==> src/rtl/mips_multicycle_control.sv <==
// rtl/mips_multicycle_control.sv - multicycle MIPS main control FSM
// Sequences fetch/decode/execute/memory/writeback and drives datapath controls.
module mips_multicycle_control #(
  parameter logic [3:0] OP_ADD  = 4'b0010,
  parameter logic [3:0] OP_FUNC = 4'b1111
) (
  input  logic       Clk,
  input  logic       Rst_n,
  input  logic [5:0] Opcode,
  input  logic       Zero,
  input  logic       MemReady,
  output logic       PCWrite,
  output logic       PCWriteCond,
  output logic       IorD,
  output logic       MemRead,
  output logic       MemWrite,
  output logic       IRWrite,
  output logic       MemtoReg,
  output logic       RegDst,
  output logic       RegWrite,
  output logic       ALUSrcA,
  output logic       SignExt,
  output logic [1:0] ALUSrcB,
  output logic [1:0] PCSource,
  output logic [3:0] ALUOp,
  output logic       IllegalOp,
  output logic [3:0] State
);

  typedef enum logic [3:0] {
    S_FETCH   = 4'd0,
    S_DECODE  = 4'd1,
    S_MEMADDR = 4'd2,
    S_MEMRD   = 4'd3,
    S_MEMWB   = 4'd4,
    S_MEMWR   = 4'd5,
    S_REXEC   = 4'd6,
    S_RWB     = 4'd7,
    S_IEXEC   = 4'd8,
    S_IWB     = 4'd9,
    S_BRANCH  = 4'd10,
    S_JUMP    = 4'd11
  } state_t;

  localparam logic [5:0] OPC_RTYPE = 6'b000000;
  localparam logic [5:0] OPC_LW    = 6'b100011;
  localparam logic [5:0] OPC_SW    = 6'b101011;
  localparam logic [5:0] OPC_BEQ   = 6'b000100;
  localparam logic [5:0] OPC_J     = 6'b000010;

  state_t state_q, state_d;
  logic   op_legal;

  // Branch resolution happens in the datapath via PCWriteCond & Zero.
  logic   zero_unused;
  assign zero_unused = Zero;

  always_ff @(posedge Clk or negedge Rst_n) begin
    if (!Rst_n) state_q <= S_FETCH;
    else        state_q <= state_d;
  end

  assign State = state_q;

  always_comb begin
    op_legal = (Opcode == OPC_RTYPE) || (Opcode == OPC_LW) || (Opcode == OPC_SW) ||
               (Opcode == OPC_BEQ) || (Opcode == OPC_J) || (Opcode[5:3] == 3'b001);
  end

  always_comb begin
    state_d = S_FETCH;
    case (state_q)
      S_FETCH:   state_d = MemReady ? S_DECODE : S_FETCH;
      S_DECODE: begin
        if (Opcode == OPC_RTYPE)                        state_d = S_REXEC;
        else if (Opcode == OPC_LW || Opcode == OPC_SW)  state_d = S_MEMADDR;
        else if (Opcode == OPC_BEQ)                     state_d = S_BRANCH;
        else if (Opcode == OPC_J)                       state_d = S_JUMP;
        else if (Opcode[5:3] == 3'b001)                 state_d = S_IEXEC;
        else                                            state_d = S_FETCH;
      end
      S_MEMADDR: state_d = (Opcode == OPC_SW) ? S_MEMWR : S_MEMRD;
      S_MEMRD:   state_d = MemReady ? S_MEMWB : S_MEMRD;
      S_MEMWB:   state_d = S_FETCH;
      S_MEMWR:   state_d = MemReady ? S_FETCH : S_MEMWR;
      S_REXEC:   state_d = S_RWB;
      S_RWB:     state_d = S_FETCH;
      S_IEXEC:   state_d = S_IWB;
      S_IWB:     state_d = S_FETCH;
      S_BRANCH:  state_d = S_FETCH;
      S_JUMP:    state_d = S_FETCH;
      default:   state_d = S_FETCH;
    endcase
  end

  always_comb begin
    PCWrite     = 1'b0;
    PCWriteCond = 1'b0;
    IorD        = 1'b0;
    MemRead     = 1'b0;
    MemWrite    = 1'b0;
    IRWrite     = 1'b0;
    MemtoReg    = 1'b0;
    RegDst      = 1'b0;
    RegWrite    = 1'b0;
    ALUSrcA     = 1'b0;
    SignExt     = 1'b0;
    ALUSrcB     = 2'b00;
    PCSource    = 2'b00;
    ALUOp       = OP_ADD;
    IllegalOp   = 1'b0;
    case (state_q)
      S_FETCH: begin
        MemRead = 1'b1;
        ALUSrcB = 2'b01;
        PCWrite = MemReady;
        IRWrite = MemReady;
      end
      S_DECODE: begin
        ALUSrcB   = 2'b11;
        IllegalOp = !op_legal;
      end
      S_MEMADDR: begin
        ALUSrcA = 1'b1;
        ALUSrcB = 2'b10;
        SignExt = 1'b1;
      end
      S_MEMRD: begin
        MemRead = 1'b1;
        IorD    = 1'b1;
      end
      S_MEMWB: begin
        RegWrite = 1'b1;
        MemtoReg = 1'b1;
      end
      S_MEMWR: begin
        MemWrite = 1'b1;
        IorD     = 1'b1;
      end
      S_REXEC: begin
        ALUSrcA = 1'b1;
        ALUOp   = OP_FUNC;
      end
      S_RWB: begin
        RegWrite = 1'b1;
        RegDst   = 1'b1;
      end
      S_IEXEC: begin
        ALUSrcA = 1'b1;
        ALUSrcB = 2'b10;
        // Logical immediates (andi/ori/xori/lui) are zero-extended.
        SignExt = !Opcode[2];
        case (Opcode[2:0])
          3'b000:  ALUOp = 4'b0010;
          3'b001:  ALUOp = 4'b1000;
          3'b010:  ALUOp = 4'b0111;
          3'b011:  ALUOp = 4'b1011;
          3'b100:  ALUOp = 4'b0000;
          3'b101:  ALUOp = 4'b0001;
          3'b110:  ALUOp = 4'b1010;
          default: ALUOp = 4'b1110;
        endcase
      end
      S_IWB: begin
        RegWrite = 1'b1;
      end
      S_BRANCH: begin
        ALUSrcA     = 1'b1;
        ALUOp       = 4'b0110;
        PCWriteCond = 1'b1;
        PCSource    = 2'b01;
      end
      S_JUMP: begin
        PCWrite  = 1'b1;
        PCSource = 2'b10;
      end
      default: ;
    endcase
    if (!Rst_n) begin
      PCWrite     = 1'b0;
      PCWriteCond = 1'b0;
      IorD        = 1'b0;
      MemRead     = 1'b0;
      MemWrite    = 1'b0;
      IRWrite     = 1'b0;
      MemtoReg    = 1'b0;
      RegDst      = 1'b0;
      RegWrite    = 1'b0;
      ALUSrcA     = 1'b0;
      SignExt     = 1'b0;
      ALUSrcB     = 2'b01;
      PCSource    = 2'b00;
      ALUOp       = OP_ADD;
      IllegalOp   = 1'b0;
    end
  end

endmodule

==> config.mk <==
export PLATFORM = sky130hd
export DESIGN_NAME = mips_multicycle_control
export DESIGN_NICKNAME = d
export VERILOG_FILES = /design/src/rtl/mips_multicycle_control.sv
export SDC_FILE = /design/constraint.sdc
export NUM_CORES = 1
export LEC_CHECK = 0
export ABC_AREA = 1
export BUFFER_PORTS_ARGS = -buffer_cell sky130_fd_sc_hd__buf_4
export CAP_MARGIN = 15
export CORE_UTILIZATION = 43
export CTS_BUF_LIST = sky130_fd_sc_hd__clkbuf_16
export CTS_CLUSTER_DIAMETER = 200
export DETAILED_ROUTE_END_ITERATION = 16
export PLACE_DENSITY = 0.78
export SLEW_MARGIN = 20
export SYNTH_ARGS = -nofsm -noshare
export SYNTH_HDL_FRONTEND = slang
export SYNTH_SLANG_ARGS = --single-unit
==> constraint.sdc <==
create_clock -name Clk -period 1.5 [get_ports Clk]
set_input_delay 0.075 -clock Clk [delete_from_list [all_inputs] [get_ports Clk]]
set_output_delay 0.075 -clock Clk [all_outputs]
set_load 0.1 [all_outputs]
==> reports/metrics.yaml, run 1 <==
clocking:
  clock-root-buffer: "clkbuf_16"
  clock_path_buffers: 2
  cts_resized: 84
  htreeDepth: 1
  postCtsSetupRepairBufs: 3
  ctsHoldBuffers: 1
  cts_buffers: 3
  cts.sinks: 4
placed_design:
  place_congestion: 0.8872
  hpwl_mm: 2.269
  io_buffers: 32
  place_ws_ps: -61.74
synth:
  yosysWarnings: 0
  synth_top_area_cell: "nand2_1"
  synth_area_leaders: "nand2_1 17%, nor2_1 17%, dfrtp_1 16%"
  syn_area_per_cell_um2: 5.131
  netlist_area_um2: 610.6
  synth_cell_types: 19
  ys_ff_latch: 4
  synth_top_area_share_pct: 17.21
  synth-main-ff-cell: "dfrtp_1"
  syn-num-nets: 129
  syn_inst: 119
  synth.cells.most_frequent: "28 x nand2_1, 28 x nor2_1, 16 x inv_1, 8 x nand3_1, 7 x a21oi_1"
  synth_edf_count: 0
  ys_seq_area_share_pct: 16.39
  async_flop_share_pct: 100.0
outcome:
  status: "did not finish"
  stop_stage: "4_1_cts"
  first-error: "[ERROR DPL-0038] Utilization greater than 100%, impossible to legalize"
floorplanning:
  chipWidth_um: 39.68
  rows: 13
  die_y_um: 39.68
  start_util_pct: 46.34
  io_pins: 34
## cells by family after synthesis
kind of cell	after synthesis	synth area share, %
and+or+nand+nor	75	53.89
AOI/OAI and AO/OA	16	14.14
buffers and inverters	24	15.57
DFF	4	16.39
## metrics by stage
stage / std cells / instance area [um2] / hold WS [ps] / TNS [ps]
after detailed placement: 176 / 1189 / -64.82 / -314.5
after global placement: 176 / 1189 / -65.85 / -11.73
after floorplan: 119 / 864.6 / -220.6 / -4991
==> run 2: changes to the inputs <==
- CORE_AREA: default -> 2 2 63 65
- CORE_UTILIZATION: 43 -> default
- CTS_BUF_LIST: sky130_fd_sc_hd__clkbuf_16 -> default
- CTS_CLUSTER_DIAMETER: 200 -> default
- DIE_AREA: default -> 0 0 65 67
- PLACE_DENSITY: 0.78 -> default
- PLACE_DENSITY_LB_ADDON: default -> 0.15
==> run 2 against run 1 <==
Effect of this change:
- the flow now finishes, with violations (negative setup slack)
- synthesized cell count stayed put
- synthesized area stayed put
==> reports/metrics.yaml, run 2 <==
final_layout:
  fin_nets: 194
  largest_reg_flops: 4
  antenna_cells: 0
  area_growth_pct: 189.8
  final_common_cell: "buf_4"
  fin_area_um2: 1769
  final_layout_size_suffix_gt1_share_pct: 67.03
  layout_common_cells: "35 x buf_4, 19 x buf_12, 18 x nand2_1"
sta:
  fin_crit_sh_pct: 110.6
  rsz0062_at_grt: "true"
  tns_ps: -1718
  finalSetupViolCount: 17
  slew_headroom_pct: 76.77
  finClkSkew_ps: 3.696
  worst_pin_slew_ps: 344.8
  fin_crit_ps: 1658
  slew_viol_final: 0
  max_freq_mhz: 603.0
  hold_violations: 0
  worst_slack_ps: -158.4
global_route:
  antenna_found_initial: 0
  grt_start_max_net_pins: 11
  grt.overflow.total: 0
  grt_util_all_layers_pct: 12.50
  grt_pass1_wl_mm: 4.236
  grt_pass1_vias: 955
synth:
  synth_top_area_share_pct: 17.21
  yosysWarnings: 0
  synth.cells.most_frequent: "28 x nand2_1, 28 x nor2_1, 16 x inv_1, 8 x nand3_1, 7 x a21oi_1"
  syn-num-nets: 129
  ys_seq_area_share_pct: 16.39
  ys_ff_latch: 4
  syn_area_per_cell_um2: 5.131
  synth_cell_types: 19
  netlist_area_um2: 610.6
  async_flop_share_pct: 100.0
  syn_inst: 119
  synth_edf_count: 0
  synth-main-ff-cell: "dfrtp_1"
  synth_area_leaders: "nand2_1 17%, nor2_1 17%, dfrtp_1 16%"
  synth_top_area_cell: "nand2_1"
worst_setup_path:
  crit_family: "flip-flops"
  crit_arrival_ps: 1580
  worst_setup_path_end_kind: "output port"
  crit_fanout: 3
  worstPathCellList: "inv_8, nor2_4, buf_12, nand2_8, nor2_4, a21oi_4, nand2_8, buf_12"
  r2r_end: "State[3]"
  crit_path_top_delay_cell: "dfrtp_4"
  start_kind: "flop"
  r2r_cells: 9
  required_ps: 1420
  r2r_setup_slack_ps: 50
  crit_type: "reg -> out"
  slowest_delay_ps: 490
  cp_num_buf_inv: 3
  r2r_start: "State[2]"
worst_hold_path:
  worstHoldPathCells: 5
  worstHoldEndpoint: "State[3]"
  hold_path.class: "in -> reg"
  hp-start: "Opcode[3]"
placed_design:
  place_congestion: 0.7389
  hpwl_mm: 1.916
  place_ws_ps: -46.28
  io_buffers: 32
  placed_cell_area_um2: 1303
floorplanning:
  io_pins: 34
  core_um2: 3606
  start_util_pct: 16.93
  rows: 22
  die-area_um2: 4355
  chipWidth_um: 65
  die_y_um: 67
route:
  drc_errors: 0
  dr.pass1.iters: 4
  first_iter_violations: 29
  wirelength_mm: 2.459
  wl_per_cell_um: 10.69
  ant_nets: 0
  vias: 954
  via_per_inst: 4.148
power_and_ir_drop:
  power_leakage_nw: 0.7505
  ir_drop_uv: 849.3
  pwr_density_cell_nw_per_um2: 1446
clocking:
  clock-root-buffer: "clkbuf_8"
  cts.sinks: 4
  cts_tree: "yes"
  clock_latency_ps: 220
  cts_buffers: 3
  clk_pin_slew_ps: 30
  clock_path_buffers: 2
  htreeDepth: 1
outcome:
  status: "complete, but fails checks"
  violations: "negative setup slack"
run:
  drv_cap: 0
-- run 2: logic make-up (layout without fill, tap and decap cells) --
group                  count (synthesis)  after routing  share of synthesized area (%)
and+or+nand+nor                       75             75                          53.89
buffers and inverters                 24             87                          15.57
AOI/OAI and AO/OA                     16             16                          14.14
DFF                                    4              4                          16.39
-- run 2: worst reg2reg max path, delay by kind of cell, from the launching register on --
family                 cells  cell delay (ps)
AO/OA/AOI/OAI              1               70
AND/OR/NAND/NOR            3              270
buffers and inverters      5              510
flip-flops                 1              510
-- run 2: how the worst max path moves through the flow --
stage,slack [ps],depth (start not counted),from,endpoint
floorplan,-440,6,State[1],ALUOp[1]
global placement,-40,6,State[3],ALUOp[3]
detailed placement,-50,6,State[3],ALUOp[3]
CTS,-180,8,State[1],ALUOp[2]
global route,-210,7,State[2],ALUSrcB[1]
finish,-160,8,State[3],ALUSrcA
-- run 2: report_power, final --
group | switching (mW) | leakage (nW) | internal, mW
Sequential | 0.0454 | 0.0464 | 0.160
Combinational | 1.37 | 0.683 | 0.755
Clock | 0.0612 | 0.0216 | 0.172
-- run 2: final cells by class --
| cell class | instances | area [um2] |
|---|---|---|
| flip-flops and latches | 4 | 115.1 |
| multi-input cells | 91 | 723.2 |
| fillers | 359 | 1837 |
| inverters | 22 | 97.59 |
| well taps | 48 | 60.06 |
| clock buffers | 3 | 41.29 |
| repair buffers | 62 | 732.0 |
-- run 2: timing repair --
action	4_1_cts	5_1_grt
hold buffers	1	0
buffers inserted	6	3
pin swaps	8	9
endpoints found under the hold margin	4	0
endpoints found under the setup margin	19	23
resized for setup	77	11
-- run 2: metal layers --
metal | global-route usage (%) | share of wire, %
met1 | 16.23 | 45
met2 | 21.78 | 51
met3 | 1.520 | 3.1
met4 | 3.191 | 0.45
met5 | 0 | 0
-- run 2: per-stage QoR --
stage                     total power [mW]  utilization, %  hold WS, ps  std cells
after floorplan                      1.448               -       -220.6        119
after global placement               1.908           36.12       -60.56        217
after detailed placement             1.917           36.12       -57.70        217
after CTS                            2.496           47.33        266.7        227
after global routing                 2.678           49.06        306.6        230
final                                2.559           49.06        270.1        230
Power figures use the tool's default switching activity.
==> run 3: changes to the inputs <==
- PLACE_DENSITY_LB_ADDON: 0.15 -> default
==> run 3 against run 2 <==
Effect of this change:
- the run still ends with negative setup slack left
- critical path depth unchanged
- die area is the same
- cell count decreased by 0.43%
- worst setup slack got worse by 8.1 ps
- critical path type unchanged
- critical endpoint unchanged
- largest cell class is now multi-input gates
==> reports/metrics.yaml, run 3 (synthesized netlist as in run 2, its figures left out) <==
worst_setup_path:
  crit_type: "reg -> out"
  r2r_end: "State[2]"
  required_ps: 1420
  worst_setup_path_end_kind: "output port"
  r2r_start: "State[0]"
  crit_path_top_delay_cell: "dfrtp_4"
  crit_arrival_ps: 1590
  r2r_setup_slack_ps: 40
  cp_num_buf_inv: 4
  cp.depth: 8
  crit_fanout: 4
  start_kind: "flop"
  slowest_delay_ps: 490
  cpMostUsedCell: "nor2_4"
  r2r_cells: 7
  crit_family: "flip-flops"
  worstPathCellList: "inv_6, nor2_4, inv_4, nor2_4, buf_6, a21oi_4, nand2_8, buf_12"
clocking:
  clock_latency_ps: 220
  cts.sinks: 4
  clk_pin_slew_ps: 30
  htreeDepth: 1
  clock-root-buffer: "clkbuf_8"
  cts_tree: "yes"
  cts_buffers: 3
  clock_path_buffers: 2
final_layout:
  final_common_cell: "buf_4"
  layout_common_cells: "34 x buf_4, 19 x nand2_1, 18 x nor2_4, 18 x buf_12, 14 x nor2_1"
  multi_input_area_um2: 732.0
  fin_nets: 193
  area_growth_pct: 190.2
  seqCellArea_um2: 115.1
  antenna_cells: 0
  fillCellCount: 338
  largest_reg_flops: 4
  final_layout_size_suffix_gt1_share_pct: 67.96
sta:
  rsz0062_at_grt: "true"
  fin_crit_ps: 1666
  max_freq_mhz: 600.1
  fin_hold_ws_ps: 275.0
  finalSetupViolCount: 17
  worst_pin_slew_ps: 353.3
  slew_viol_final: 0
  worst_slack_ps: -166.5
  slew_headroom_pct: 76.20
  hold_violations: 0
  finClkSkew_ps: 3.107
  fin_crit_sh_pct: 111.1
route:
  via_per_inst: 4.092
  maxUsedRoutingLayer: "met4"
  vias: 937
  dr.pass1.iters: 4
  wl_met1_mm: 1.053
  ant_nets: 0
  wl_per_cell_um: 11.56
  drc_errors: 0
  wl_met3_um: 107
  wirelength_mm: 2.648
  dr_wl_met2_mm: 1.473
  first_iter_violations: 45
power_and_ir_drop:
  p_int_mw: 1.111
  ir_drop_uv: 824.1
  p_seq_share_pct: 8.0
  power_frac_clock_pct: 8.5
  comb_power_share_pct: 83.5
  power_leakage_nw: 0.7509
  pwr_density_cell_nw_per_um2: 1490
  total_power_mw: 2.640
  power.switching_mw: 1.529
  switching_share_pct: 57.93
worst_hold_path:
  hold_path.class: "in -> reg"
  hp-start: "Opcode[3]"
  worstHoldEndpoint: "State[3]"
  worstHoldPathCells: 5
floorplanning:
  chipWidth_um: 65
  rows: 22
  io_pins: 34
  die_y_um: 67
  start_util_pct: 16.93
  die-area_um2: 4355
  core_um2: 3606
global_route:
  grt_pass1_vias: 1007
  antenna_found_initial: 0
  grt.overflow.total: 0
  grt_util_all_layers_pct: 13.93
  grt_start_max_net_pins: 11
  grt_pass1_wl_mm: 4.664
placed_design:
  place_ws_ps: -42.86
  io_buffers: 32
  hpwl_mm: 1.871
  place_congestion: 0.7632
outcome:
  violations: "negative setup slack"
  status: "complete, but fails checks"
run:
  drv_cap: 0
run 3: tightest hold or removal path, delay by kind of cell:
family	cells	cell delay, ps
compound gates	1	80
buf+inv	2	150
simple gates	2	140
run 3: layout make-up:
class | count | area share (%)
multi-input cells | 91 | 41.31
repair buffers | 61 | 40.82
flip-flops and latches | 4 | 6.497
inverters | 22 | 5.650
well taps | 48 | 3.390
clock buffers | 3 | 2.331
run 3: power by group through the flow:
stage / Clock, mW / Sequential (mW) / Combinational [mW]
floorplan: 0 / 0.433 / 1.02
global placement: 0 / 0.192 / 1.67
detailed placement: 0 / 0.196 / 1.68
CTS: 0.231 / 0.195 / 2.10
global route: 0.247 / 0.212 / 2.31
finish: 0.226 / 0.210 / 2.20
run 3: repair_timing:
item                                    in CTS  in global routing
resized for setup                           77                 16
endpoints found under the setup margin      19                 22
endpoints found under the hold margin        4                  0
pin swaps                                   13                 11
setup buffers                                8                  1
hold buffers                                 1                  0
run 3: per-stage QoR:
step	instances	TNS, ps	area, um2	utilization, %
finish	229	-1573	1772	49.13
global placement	216	-65.27	1295	35.91
CTS	228	-1648	1718	47.64
global route	229	-2690	1772	49.13
floorplan	119	-4991	864.6	-
detailed placement	216	-185.8	1295	35.91
run 3: worst max path at each step:
stage / start / endpoint
6_report: State[1] / ALUSrcA
5_1_grt: State[1] / ALUSrcA
4_1_cts: State[1] / ALUSrcA
3_5_place_dp: State[2] / PCWrite
3_3_place_gp: State[3] / ALUOp[0]
2_1_floorplan: State[1] / ALUOp[1]
run 3: layer usage:
metal	global-route usage [%]	vias up
met5	0	-
met4	3.191	0
met3	2.027	2
met2	26.68	25
met1	16.15	407
li1	-	503
